## config.mk

```make
export PLATFORM = sky130hd
export DESIGN_NAME = pipe_share_arb
export DESIGN_NICKNAME = d
export VERILOG_FILES = /design/src/rtl/pipe_share_arb.sv
export SDC_FILE = /design/constraint.sdc
export NUM_CORES = 1
export LEC_CHECK = 0
export BUFFER_PORTS_ARGS = -buffer_cell sky130_fd_sc_hd__buf_2
export CAP_MARGIN = 30
export CORE_MARGIN = 8
export CORE_UTILIZATION = 41
export CTS_CLUSTER_DIAMETER = 80
export CTS_CLUSTER_SIZE = 16
export DETAILED_ROUTE_END_ITERATION = 7
export GPL_TIMING_DRIVEN = 0
export HOLD_SLACK_MARGIN = 0.15
export PLACE_DENSITY_LB_ADDON = 0.05
export SYNTH_ARGS = -nofsm -noshare
export SYNTH_HDL_FRONTEND = slang
export SYNTH_SLANG_ARGS = --single-unit
export TNS_END_PERCENT = 5
```

## constraint.sdc

```tcl
create_clock -name clk -period 12.45 [get_ports clk]
set_input_delay 3.735 -clock clk [delete_from_list [all_inputs] [get_ports clk]]
set_output_delay 3.735 -clock clk [all_outputs]
set_load 0.02 [all_outputs]
```

## src/rtl/pipe_share_arb.sv

```systemverilog
// pipe_share_arb: round-robin arbiter and in-flight tracker in front of a
// shared, fixed-latency, reset-less pipelined datapath.
//
// Ports:
//   clk, rst         rising-edge clock, asynchronous active-high reset
//   req_valid/data   per-requester operand requests (requester i at [i*WIDTH +: WIDTH])
//   req_ready        one-hot grant (combinational)
//   pipe_in_valid    operand issued to the shared unit this cycle (combinational)
//   pipe_in_data     winner's operand, 0 when idle (combinational)
//   pipe_out_data    shared unit result, exactly LATENCY cycles after issue
//   rsp_valid        one-hot result strobe from the tag delay line
//   rsp_data         pass-through of pipe_out_data, qualified by rsp_valid
//   busy             at least one operation in flight
module pipe_share_arb #(
    parameter int unsigned N_REQ        = 4,
    parameter int unsigned WIDTH        = 32,
    parameter int unsigned LATENCY      = 4,
    parameter int unsigned MAX_INFLIGHT = 2
) (
    input  logic                     clk,
    input  logic                     rst,
    input  logic [N_REQ-1:0]         req_valid,
    input  logic [N_REQ*WIDTH-1:0]   req_data,
    output logic [N_REQ-1:0]         req_ready,
    output logic                     pipe_in_valid,
    output logic [WIDTH-1:0]         pipe_in_data,
    input  logic [WIDTH-1:0]         pipe_out_data,
    output logic [N_REQ-1:0]         rsp_valid,
    output logic [WIDTH-1:0]         rsp_data,
    output logic                     busy
);

    localparam int unsigned PW = (N_REQ > 1) ? $clog2(N_REQ) : 1;
    localparam int unsigned SW = PW + 1;
    localparam int unsigned CW = $clog2(MAX_INFLIGHT + 1);
    localparam logic [CW-1:0] MAX_CNT  = CW'(MAX_INFLIGHT);
    localparam logic [PW-1:0] LAST_IDX = PW'(N_REQ - 1);

    logic [PW-1:0]    ptr;
    logic [LATENCY-1:0] tag_vld;
    logic [N_REQ-1:0] tag_oh [LATENCY];
    logic [CW-1:0]    inflight [N_REQ];

    logic [N_REQ-1:0] eligible;
    logic [N_REQ-1:0] grant_oh;
    logic             grant;
    logic [PW-1:0]    winner;
    logic [SW-1:0]    scan;

    // Response side comes straight from the last tag stage.
    assign rsp_valid = tag_vld[LATENCY-1] ? tag_oh[LATENCY-1] : '0;
    assign rsp_data  = pipe_out_data;
    assign busy      = |tag_vld;

    // A response retiring this cycle frees its slot for a same-cycle grant,
    // so a requester at the limit stays eligible while its results drain.
    always_comb begin
        eligible = '0;
        for (int unsigned i = 0; i < N_REQ; i++) begin
            eligible[i] = !rst && req_valid[i] &&
                          ((inflight[i] < MAX_CNT) || rsp_valid[i]);
        end
    end

    // First eligible index at or above ptr, wrapping modulo N_REQ.
    always_comb begin
        grant  = 1'b0;
        winner = '0;
        scan   = '0;
        for (int unsigned k = 0; k < N_REQ; k++) begin
            scan = {1'b0, ptr} + SW'(k);
            if (scan >= SW'(N_REQ)) begin
                scan = scan - SW'(N_REQ);
            end
            if (!grant && eligible[scan[PW-1:0]]) begin
                grant  = 1'b1;
                winner = scan[PW-1:0];
            end
        end
    end

    assign grant_oh      = grant ? (N_REQ'(1) << winner) : '0;
    assign req_ready     = grant_oh;
    assign pipe_in_valid = grant;

    // Operand mux; zero when nobody is granted.
    always_comb begin
        pipe_in_data = '0;
        for (int unsigned i = 0; i < N_REQ; i++) begin
            if (grant_oh[i]) begin
                pipe_in_data = req_data[i*WIDTH +: WIDTH];
            end
        end
    end

    // Tag delay line matching the shared unit latency.
    always_ff @(posedge clk or posedge rst) begin
        if (rst) begin
            tag_vld <= '0;
            for (int unsigned s = 0; s < LATENCY; s++) begin
                tag_oh[s] <= '0;
            end
        end else begin
            tag_vld[0] <= grant;
            tag_oh[0]  <= grant_oh;
            for (int unsigned s = 1; s < LATENCY; s++) begin
                tag_vld[s] <= tag_vld[s-1];
                tag_oh[s]  <= tag_oh[s-1];
            end
        end
    end

    // Per-requester outstanding-operation counters.
    always_ff @(posedge clk or posedge rst) begin
        if (rst) begin
            for (int unsigned i = 0; i < N_REQ; i++) begin
                inflight[i] <= '0;
            end
        end else begin
            for (int unsigned i = 0; i < N_REQ; i++) begin
                if (grant_oh[i] && !rsp_valid[i]) begin
                    inflight[i] <= inflight[i] + CW'(1);
                end else if (!grant_oh[i] && rsp_valid[i]) begin
                    inflight[i] <= inflight[i] - CW'(1);
                end
            end
        end
    end

    // Priority pointer moves just past the winner; holds when idle.
    always_ff @(posedge clk or posedge rst) begin
        if (rst) begin
            ptr <= '0;
        end else if (grant) begin
            ptr <= (winner == LAST_IDX) ? '0 : winner + PW'(1);
        end
    end

endmodule

```

==> metrics list, run 1 <==
* Final routed DRC violation total: 0
- The via count of the first global-routing pass came to 3221.
- The most used flip-flop cell after synthesis is dfrtp_1.
- Setup slack of the most critical reg-to-reg path: 9130 ps
- Largest fanout on the critical path: 10
* Synth top area cells: dfrtp_1 (28%), a32o_1 (12%), buf_4 (9.0%)
* Net count reported at finish: 705
- The first global-routing pass estimated 16.30 mm of wire.
* CTS tree: done
- For this run, the register share of the synthesized area comes to 0.2826.
- Post-place setup slack: 2370 ps
- Chip Width: 96.49 um
* Number of register bits inferred by synthesis: 30
- The number of max-slew violations in the final report came to 0.
- Final-report hold violation count: 0
- Aggregate global routing overflow: 0
- The biggest area contributor in the post-synthesis netlist is dfrtp_1.
- 240 I/O pins were placed.
- In this run the cell area measured after placement is 0.003816 mm2.
- Routed WL per cell: 18.56 um
- At the worst endpoint, the arrival time is 6340 ps.
- Residual antenna-violating net count after detailed routing: 0
* TritonCTS Buffers: 5
* Site row count: 29
- Summing all multi-input logic gate instances after layout gives 0.001495 mm2.
* Sequential cell area in the final layout: 750.7 um2
- Share of flip-flops with an asynchronous set or reset after synthesis: 1.000
* Tot GR Track Use: 0.2251
- The clock tree synthesis step divided the H-tree into 2 levels.
* Post-DP HPWL: 9.691 mm
* Post-layout minimum cycle time: 10070 ps
- Number of iterations in the first detailed-routing pass: 4
- Critical path startpoint category: input pin
* Final-layout fill cell count: 587
- For this configuration, the core starts out at a cell density of 0.4207.
- Root Driver: clkbuf_8
* Sort of element at the end of the critical path: primary output
* Measured slew at the worst slew-check pin: 508.6 ps
* Number of buffers between clock root and the deepest sink: 2
- Summed over all cells, the static leakage comes to 2.085 nW.
- In this run the cell area of the synthesized design comes to 0.002656 mm2.
* Source-to-sink clock delay at the later pin of the worst-skew pair: 270 ps
- Placer's final routability congestion estimate: 0.8599
- Traced cell by cell, the critical path runs through buf_2 > nor2b_1 > and2_1 > a21oi_1 > a311oi_1 > ha_1 > clkbuf_1 > clkbuf_1 > nand2b_1 > a32o_1 > buf_2.
* Number of warnings printed during yosys synthesis: 0
- Number of setup violations in the final report: 0
- The synthesized design contains 0 enable-type register cells.
- Die footprint: 0.009310 mm2
- The initial antenna violation count was 0.
* Maxcap violations: 0
* Max-Slew Margin vs Limit: 0.6605
- Pin count of the biggest net entering global routing: 21
* Layout cells sized above 1: 0.4981
- Area inside the core boundary: 0.006314 mm2
* Count of mapped cells out of synthesis: 316
* Clock skew after layout: 2.962 ps
* Number of different library cells in the post-synthesis netlist: 36
- Post-CTS repair changed the size of 0 cells.
- Relative to the synthesized area, the layout overhead comes to 47.76%.
- Overall die height: 96.49 um
- The share of synthesized area in the top cell type comes to 0.2826.
- Synthesized netlist net count: 490
* First DRT Iteration DRCs: 106
* Vias per Instance: 5.105
- The setup path with the least slack is of type in2out.
- Finished Cell Area: 0.003925 mm2
- For this run, the slowest stage of the critical path takes 430 ps.
- Post-Route Hold Slack: 347.7 ps
- The worst hold path belongs to the class reg2reg.
- Average instance area after synthesis: 8.406 um2
- At the worst endpoint, the required time is 8710 ps.
- Hold repair after CTS inserted 0 buffers.
- IO Port Bufs: 207
- Cell area power density: 85.14 mW/mm2
- Critical-path top delay cell: clkbuf_1
- Vias after detailed routing: 3114
* Min setup slack post-route: 2376 ps
* # Post-CTS Setup Buffers: 0
* F_max: 99.26 MHz
* Total wire length after detailed routing: 11.32 mm
- The flow ran to the end, and the final reports show no timing, DRC or antenna violations.
- Dividing the final minimum period by the clock period gives 0.8092.
* Peak supply drop: 0.00008986 V
- After clock tree synthesis, the clock-pin slew on the worst setup and hold paths is 60 ps.
- Adding up every negative setup slack in the final design gives 0 ps.
- RSZ-0062 raised after global routing: no
- The clock net in this run drives a total of 30 sinks.
## sequential cells by signal (all words and copies together) (netlist names)
register  count
tag_vld       4
tag_oh       16
ptr           2
inflight      8
## final timing paths
check / startpoint / to / cells after the start
min in group asynchronous: rst / tag_vld[0] / 2
setup reg to reg: tag_vld[3] / inflight[3] / 13
hold / removal: tag_oh[8] / tag_oh[4] / 0
hold reg to reg: tag_oh[8] / tag_oh[4] / 0
setup / recovery: rst / pipe_in_data[13] / 11
max in group asynchronous: rst / ptr[1] / 3
## routing by layer
layer	wire [um]	vias up	track usage
li1	-	1521	-
met1	4219	1450	0.2566
met2	5956	135	0.3963
met3	1038	8	0.07883
met4	104	0	0.04540
met5	0	-	0
## worst max-delay path: cells and delay by family
kind                     cells  cell delay, ps
buffers and inverters        4            1090
AO/OA/AOI/OAI                3             720
AND/OR/NAND/NOR              3             550
adder cells (fa/ha/maj)      1             240
## synth_stat cells (2+ instances only)
| master | number |
|---|---|
| a21bo_2 | 2 |
| nor2b_1 | 3 |
| a32o_1 | 32 |
| buf_6 | 7 |
| nand2_1 | 39 |
| buf_4 | 32 |
| a21boi_2 | 2 |
| inv_1 | 6 |
| xnor2_1 | 4 |
| a21oi_1 | 34 |
| nor2_1 | 5 |
| dfrtp_1 | 30 |
| o21ai_0 | 33 |
| nand2b_1 | 33 |
| xor2_1 | 8 |
| clkbuf_1 | 16 |
| and2_1 | 4 |
| ha_1 | 8 |
## through the flow
stage / cells / total power, mW / util
2_1_floorplan: 316 / 0.1934 / -
3_3_place_gp: 600 / 0.2390 / 0.6001
3_5_place_dp: 601 / 0.2427 / 0.6044
4_1_cts: 609 / 0.3379 / 0.6213
5_1_grt: 609 / 0.3516 / 0.6213
6_report: 610 / 0.3342 / 0.6217
## cell usage in the layout (no fill, tap or decap), types with 2 or more instances in the layout
master / n
and2_1: 4
ha_1: 8
clkbuf_8: 5
buf_2: 208
clkbuf_1: 18
nor2b_1: 3
a32o_1: 32
a21boi_2: 2
nand2b_1: 33
dfrtp_1: 30
o21ai_0: 33
xnor2_1: 4
a21oi_1: 34
buf_6: 7
xor2_1: 8
buf_4: 32
inv_1: 6
a21bo_2: 2
nand2_1: 39
nor2_1: 5
## power by group
group	internal, mW	switching (mW)
sequential	0.108	0.00760
clock	0.0598	0.0344
combinational	0.0618	0.0631
total	0.229	0.105
## layout make-up
cell class | count | area share
multi-input cells | 223 | 0.3809
repair buffers | 208 | 0.2710
flip-flops and latches | 30 | 0.1913
plain buffers | 57 | 0.09882
well taps | 77 | 0.02455
clock buffers | 7 | 0.01945
clock inverters | 1 | 0.007651
inverters | 6 | 0.005738
diodes | 1 | 0.0006376
## cell families after synthesis
family	after synthesis	synth area share
compound gates	114	0.3142
xor+xnor	12	0.03957
fa+ha+maj	8	0.03768
buf+inv	63	0.1545
flops	30	0.2826
mux	1	0.004239
simple gates	88	0.1672
(Power assumes the default switching activity.)
==> run 2: changes to the inputs <==
Settings changed: ABC_AREA set to 1, CORE_UTILIZATION 41 to 40.
Clock period 12.45 ns to 8.97 ns, I/O delays scaled along.
==> metrics list, run 2 <==
- Run status: finished clean
* Layout cells sized above 1: 0.4620 (-0.03610)
* Largest registers: tag_oh: 16 flops, inflight: 8 flops, tag_vld: 4 flops
- Among all stages on the critical path, the largest delay is contributed by dlygate4sd3_1.
* Largest fanout on the critical path: 10 (unchanged)
- dfrtp_1 takes more of the synthesized area than any other cell.
- The net count reported at finish is 976 (+38%).
- Total wire length after detailed routing: 12.60 mm (+11%)
* Sort of element at the end of the critical path: primary output
* Initial Util: 0.4030 (-0.01776)
- Site row count: 36 (+24%)
* Number of setup violations in the final report: 0 (unchanged)
- Overall die height: 114.3 um (+18%)
* Final routed DRC violation total: 0 (unchanged)
* Maxcap violations: 0 (unchanged)
* Proportion of netlist area held by the largest area contributor: 0.1942 (-0.08844)
* Residual antenna-violating net count after detailed routing: 0 (unchanged)
- Post-DP HPWL: 10.82 mm (+12%)
* Global-route wire length before repair: 20.38 mm (+25%)
- The worst-margin pin slew is 542.4 ps (+33.76 ps).
- The average footprint of a synthesized cell came to 6.586 um2 (-22%).
- Final-report hold violation count: 0 (unchanged)
- The via count was 4240 (+36%).
- Data arrival time at the worst-slack endpoint: 5670 ps (-670 ps)
* Number of different library cells in the post-synthesis netlist: 29 (-19%)
- The worst endpoint required time came to 6280 ps (-2430 ps).
- Root Driver: clkbuf_8
* Share of flip-flops with an asynchronous set or reset after synthesis: 1.000 (unchanged)
- The multi-input logic area is 0.002081 mm2 (+39%).
- Chip Width: 114.3 um (+18%)
- The setup path with the least slack is of type in2out.
- The worst-case clock skew is 9.172 ps (+6.211 ps).
- The ratio of routed vias to standard cells is 4.530 (-11%).
* Final-layout fill cell count: 1019 (+74%)
- Most used flip-flop cell after synthesis: dfrtp_1
- Fraction of the yosys area taken by sequential cells: 0.1942 (-0.08844)
- The pin count of the biggest net entering global routing is 20 (-4.8%).
* Synth top area cells: dfrtp_1 (19%), nand3_2 (14%), nand2_1 (13%)
- The smallest clock period supported by the final layout is computed as 8361 ps.
* Total negative slack for setup checks: 0 ps (unchanged)
* Vias in the first global route: 4442 (+38%)
- Gates resized, CTS repair: 0 (unchanged)
- F_max: 119.6 MHz
- RSZ-0062 raised after global routing: no
- Post-place instance area: 0.005096 mm2 (+34%)
- Register clock-pin slew on the reported worst setup and hold paths: 60 ps (about the same)
- The register-to-register setup slack is 5290 ps (-3840 ps).
* Diodes inserted: 0 (-1)
* Commonest cells in the netlist: nand2_1 (138), inv_1 (95), nand3_1 (90), nand3_2 (55), nor2_1 (39)
- Number of buffers between clock root and the deepest sink: 2 (unchanged)
* Number of register bits inferred by synthesis: 30 (unchanged)
* Count of hold buffers inserted by post-cts repair: 0 (unchanged)
* # IOs: 240 (unchanged)
* Tot GR Track Use: 0.1899 (-0.03521)
- First DRT Iteration DRCs: 167 (+58%)
- The final routed wire length divided by cell count came to 13.46 um (-27%).
- The signal on the critical path passes through buf_2 > nor2_1 > nand3_2 > nand3_1 > nand2_2 > nand4_4 > buf_12 > inv_1 > o21ai_2 > inv_1 > ha_1 > clkbuf_1 > dlygate4sd3_1 > nand3_1 > nand3_2 > nand2_1 > nand2_1 > buf_2.
- Source-to-sink clock delay at the later pin of the worst-skew pair: 280 ps (about the same)
- In the layout the commonest cells are buf_2 (218), nand2_1 (138), inv_1 (95).
- The post-synthesis net count was 761 (+55%).
- Finished Cell Area: 0.005187 mm2 (+32%)
* Final Slew Violations: 0 (unchanged)
* Commonest non-fill, non-tap cell in the layout: buf_2
- The count of yosys warnings during synthesis was 0 (unchanged).
* Count of flip-flops with a built-in enable after synthesis: 0 (unchanged)
* Post-Route Hold Slack: 340.9 ps (-6.840 ps)
* Post-synthesis instance area: 0.003866 mm2 (+46%)
- TritonCTS Buffers: 5 (unchanged)
- Largest stage delay on the critical path: 740 ps (+310 ps)
- The total congestion overflow after global routing is 0 (unchanged).
- Relative to the synthesized area, the layout overhead comes to 34.17%.
- The number of setup buffers added after CTS came to 0 (unchanged).
- Initial antenna violation count: 0 (unchanged)
- Clock sinks: 30 (unchanged)
* Classification of the worst-slack hold path: reg2reg
* Die footprint: 0.01307 mm2 (+40%)
* Portion of the clock cycle consumed by the worst path in the final layout: 0.9321
- IO Port Bufs: 207 (unchanged)
- The weighted congestion reported at the end of routability-driven placement is 0.8130 (-5.5%).
- Count of mapped cells out of synthesis: 587 (+86%)
* Area inside the core boundary: 0.009594 mm2 (+52%)
- The worst setup path is launched from an input pin.
* Level count of the clock H-tree: 2 (unchanged)
- The worst-case headroom to the max-slew limit was 0.6380 (-0.02253).
- The area taken by flip-flops and latches was 750.7 um2 (unchanged).
* CTS tree: done
- The number of iterations in the first detailed-routing pass came to 4 (unchanged).
* Register ranked first by flip-flop count: tag_oh
- The most common cell in the synthesized netlist is nand2_1.
- The flip-flop count of the largest register, all copies and words added was 16 (unchanged).
[run 2: area by class of cell]
cell class / instances / area share
multi-input combinational: 369 / 0.4011
timing repair buffer: 208 / 0.2050
sequential: 30 / 0.1447
buffer: 69 / 0.1134
inverter: 119 / 0.08611
tap: 133 / 0.03208
clock buffer: 7 / 0.01664
clock inverter: 1 / 0.0009648
[run 2: critical path, delay by kind of cell]
kind | cells | cell delay, ps
adders and majority gates | 1 | 200
and+or+nand+nor | 9 | 1020
buffers and inverters | 7 | 1540
AOI/OAI and AO/OA | 1 | 210
[run 2: logic make-up (layout without fill, tap and decap cells)]
| family | count (synthesis) | after routing | synth area share |
|---|---|---|---|
| and+or+nand+nor | 339 | 339 | 0.4654 |
| buffers and inverters | 188 | 404 | 0.2676 |
| DFF | 30 | 30 | 0.1942 |
| AOI/OAI and AO/OA | 12 | 12 | 0.01942 |
| xor gates and xnor gates | 10 | 10 | 0.02751 |
| adders and majority gates | 8 | 8 | 0.02589 |
[run 2: metrics by stage]
stage | worst slack [ps] | util | instances
2_1_floorplan | 1166 | - | 587
3_3_place_gp | 671.7 | 0.5283 | 927
3_5_place_dp | 592.2 | 0.5312 | 928
4_1_cts | 587.5 | 0.5407 | 936
5_1_grt | 318.0 | 0.5407 | 936
6_report | 608.8 | 0.5407 | 936
[run 2: worst paths after layout]
check                            from          endpoint  cells past startpoint
setup / recovery                  rst  pipe_in_data[17]                     18
hold / removal             tag_oh[13]         tag_oh[9]                      0
setup reg to reg           tag_vld[3]       inflight[7]                     19
hold reg to reg            tag_oh[13]         tag_oh[9]                      0
max in group asynchronous         rst        tag_oh[14]                      3
min in group asynchronous         rst            ptr[1]                      2
[run 2: per-layer routing]
| metal | wire (um) | GRT usage | vias up | share of wire |
|---|---|---|---|---|
| met2 | 6229 | 0.3352 | 174 | 0.49 |
| met5 | 0 | 0 | - | 0 |
| met3 | 1094 | 0.05749 | 16 | 0.087 |
| li1 | - | - | 2181 | - |
| met4 | 221 | 0.04614 | 0 | 0.018 |
| met1 | 5055 | 0.2181 | 1869 | 0.40 |
Power of run 2 is not shown: default switching activity piles up to over one toggle a cycle in this logic, so the estimate is an artifact.
==> run 3: changes to the inputs <==
Settings changed: ABC_AREA 1 to unset, CORE_UTILIZATION 40 to 35.
==> metrics list, run 3 (same netlist as run 1, synthesis figures left out) <==
- The final setup violation count was 0 (unchanged).
- Max-Slew Margin vs Limit: 0.6244 (-0.01357)
- IO Port Bufs: 207 (unchanged)
- Across the VDD grid, the largest voltage drop is 0.00006210 V.
- Register ranked first by flip-flop count: tag_oh
* RR Startpoint: tag_vld[3]
* First DRT Iteration DRCs: 56 (-66%)
* Routed WL per cell: 17.25 um (+28%)
- The pin count of the biggest net entering global routing is 20 (unchanged).
* Source-to-sink clock delay at the later pin of the worst-skew pair: 260 ps (-20 ps)
- Global-route wire length before repair: 16.10 mm (-21%)
- The all-layer global routing usage was 0.1918 (+0.001909).
* Residual antenna-violating net count after detailed routing: 0 (unchanged)
- Summed over all cells, the static leakage comes to 2.071 nW.
* Launch point of the worst hold path: tag_oh[9]
- Setup slack of the most critical reg-to-reg path: 5620 ps (+330 ps)
- The maximum net fanout on the critical path was 10 (unchanged).
- Chip Width: 103.1 um (-9.8%)
- The total congestion overflow after global routing was 0 (unchanged).
* Area growth from synthesis to layout: 47.67%
* Vias per Instance: 4.840 (+6.8%)
* RSZ-0062 raised after global routing: no
- The max-cap violation count was 0 (unchanged).
* Commonest cells after routing, fill and taps aside: buf_2 (208), nand2_1 (39), a21oi_1 (34)
- The count of H-tree levels built during CTS came to 2 (unchanged).
* Placer's final routability congestion estimate: 0.8214 (+1.0%)
- The final total negative setup slack was 0 ps (unchanged).
- Vias after detailed routing: 3054 (-28%)
- Area inside the core boundary: 0.007292 mm2 (-24%)
- Final-report hold violation count: 0 (unchanged)
- Number of buffers between clock root and the deepest sink: 2 (unchanged)
- Site row count: 31 (-14%)
- The DRC violation count after routing came to 0 (unchanged).
* Number of flip-flops under the largest register name: 16 (unchanged)
- Run status: finished clean
* Vias in the first global route: 3224 (-27%)
- Critical path class: in2out
* Initial Util: 0.3643 (-0.03870)
- The net count reported at finish was 705 (-28%).
- The worst setup path is captured at a primary output.
* # Post-CTS Setup Buffers: 0 (unchanged)
* Final Slew Violations: 0 (unchanged)
- The y dimension of the die was 103.1 um (-9.8%).
* CTS tree: done
- The share of the clock period used by the worst path after layout is 0.8923 (-0.03983).
- The number of clock buffers inserted by TritonCTS came to 5 (unchanged).
* Critical path startpoint category: input pin
* Total wire length after detailed routing: 10.89 mm (-14%)
- Post-layout minimum cycle time: 8004 ps (-357.3 ps)
- Count of hold buffers inserted by post-cts repair: 0 (unchanged)
- Register clock-pin slew on the reported worst setup and hold paths: 60 ps (about the same)
- Clock sinks: 30 (unchanged)
- Finished Core Util: 0.5379 (-0.002769)
* Commonest non-fill, non-tap cell in the layout: buf_2
- The worst endpoint required time is 6280 ps (about the same).
* Clock skew after layout: 2.449 ps (-6.724 ps)
- The largest registers in the layout are tag_oh: 16 flops, inflight: 8 flops, tag_vld: 4 flops.
* Launch point of the worst path: rst
* Post-DP HPWL: 9.344 mm (-14%)
* Die footprint: 0.01063 mm2 (-19%)
- The data arrival time at the worst-slack endpoint is 5310 ps (-360 ps).
- The design draws 426.6 uW.
- The worst hold path belongs to the class reg2reg.
- Dividing total power by cell area gives a power density of 108.8 mW/mm2.
- Initial antenna violation count: 0 (unchanged)
- # IOs: 240 (unchanged)
- Layout cells sized above 1: 0.4972 (+0.03516)
- The number of iterations in the first detailed-routing pass was 4 (unchanged).
- Gates resized, CTS repair: 0 (unchanged)
- The root buffer cell chosen for the clock tree is clkbuf_8.
* Measured slew at the worst slew-check pin: 563.3 ps (+20.95 ps)
- F_max: 124.9 MHz (+4.5%)
[run 3: cell types whose count changed in the layout (fill, tap and decap cells not counted), sizes merged, moves of 4 or more]
cell	delta
xor2	+7
and2	+4
xnor2	-5
nand2	-111
a32o	+32
nor2	-34
o21ai	+26
nand2b	+33
a21oi	+30
nand3	-145
buf	-20
inv	-113
clkbuf	+10
[run 3: final timing paths]
kind	end	cells after the start
min in group asynchronous	tag_oh[14]	2
worst max register to register	inflight[3]	13
worst max-delay path	pipe_in_data[26]	12
max in group asynchronous	tag_oh[1]	3
worst min-delay path	tag_oh[5]	0
worst min register to register	tag_oh[5]	0
[run 3: cell type report]
type,count,area (um2)
well taps,99,123.9
inverters,6,22.52
fillers,742,3369
plain buffers,57,387.9
diodes,1,2.502
flip-flops and latches,30,750.7
clock buffers,7,76.32
multi-input cells,223,1495
repair buffers,208,1064
[run 3: through the flow]
step | area, um2 | hold WS [ps] | std cells | worst slack, ps
detailed placement | 3844 | 336.2 | 623 | 924.1
finish | 3923 | 347.0 | 631 | 966.0
global route | 3920 | 355.7 | 630 | 659.9
CTS | 3920 | 349.6 | 630 | 920.6
global placement | 3816 | 331.9 | 622 | 949.7
floorplan | 2656 | 331.2 | 316 | 1533
[run 3: worst max-delay path, stage by stage]
cell	delay, ps
buf_2	130
nand2b_1	190
or2_2	340
o2bb2ai_1	170
a211o_1	330
ha_1	220
clkbuf_1	230
clkbuf_1	290
a21oi_1	170
o21ai_0	130
a32o_1	270
buf_2	160
[run 3: power by group]
group / leakage, nW / total, mW / switching [mW] / internal [mW]
logic: 1.66 / 0.172 / 0.0866 / 0.0856
registers: 0.377 / 0.160 / 0.0104 / 0.149
clock network: 0.0383 / 0.0946 / 0.0414 / 0.0532
[run 3: routing by layer]
| layer | wire length, um | vias up | share of wire | global-route usage |
|---|---|---|---|---|
| met4 | 102 | 0 | 0.0094 | 0.03782 |
| met1 | 3891 | 1395 | 0.36 | 0.2055 |
| met5 | 0 | - | 0 | 0 |
| li1 | - | 1520 | - | - |
| met3 | 1194 | 9 | 0.11 | 0.07833 |
| met2 | 5697 | 130 | 0.52 | 0.3454 |
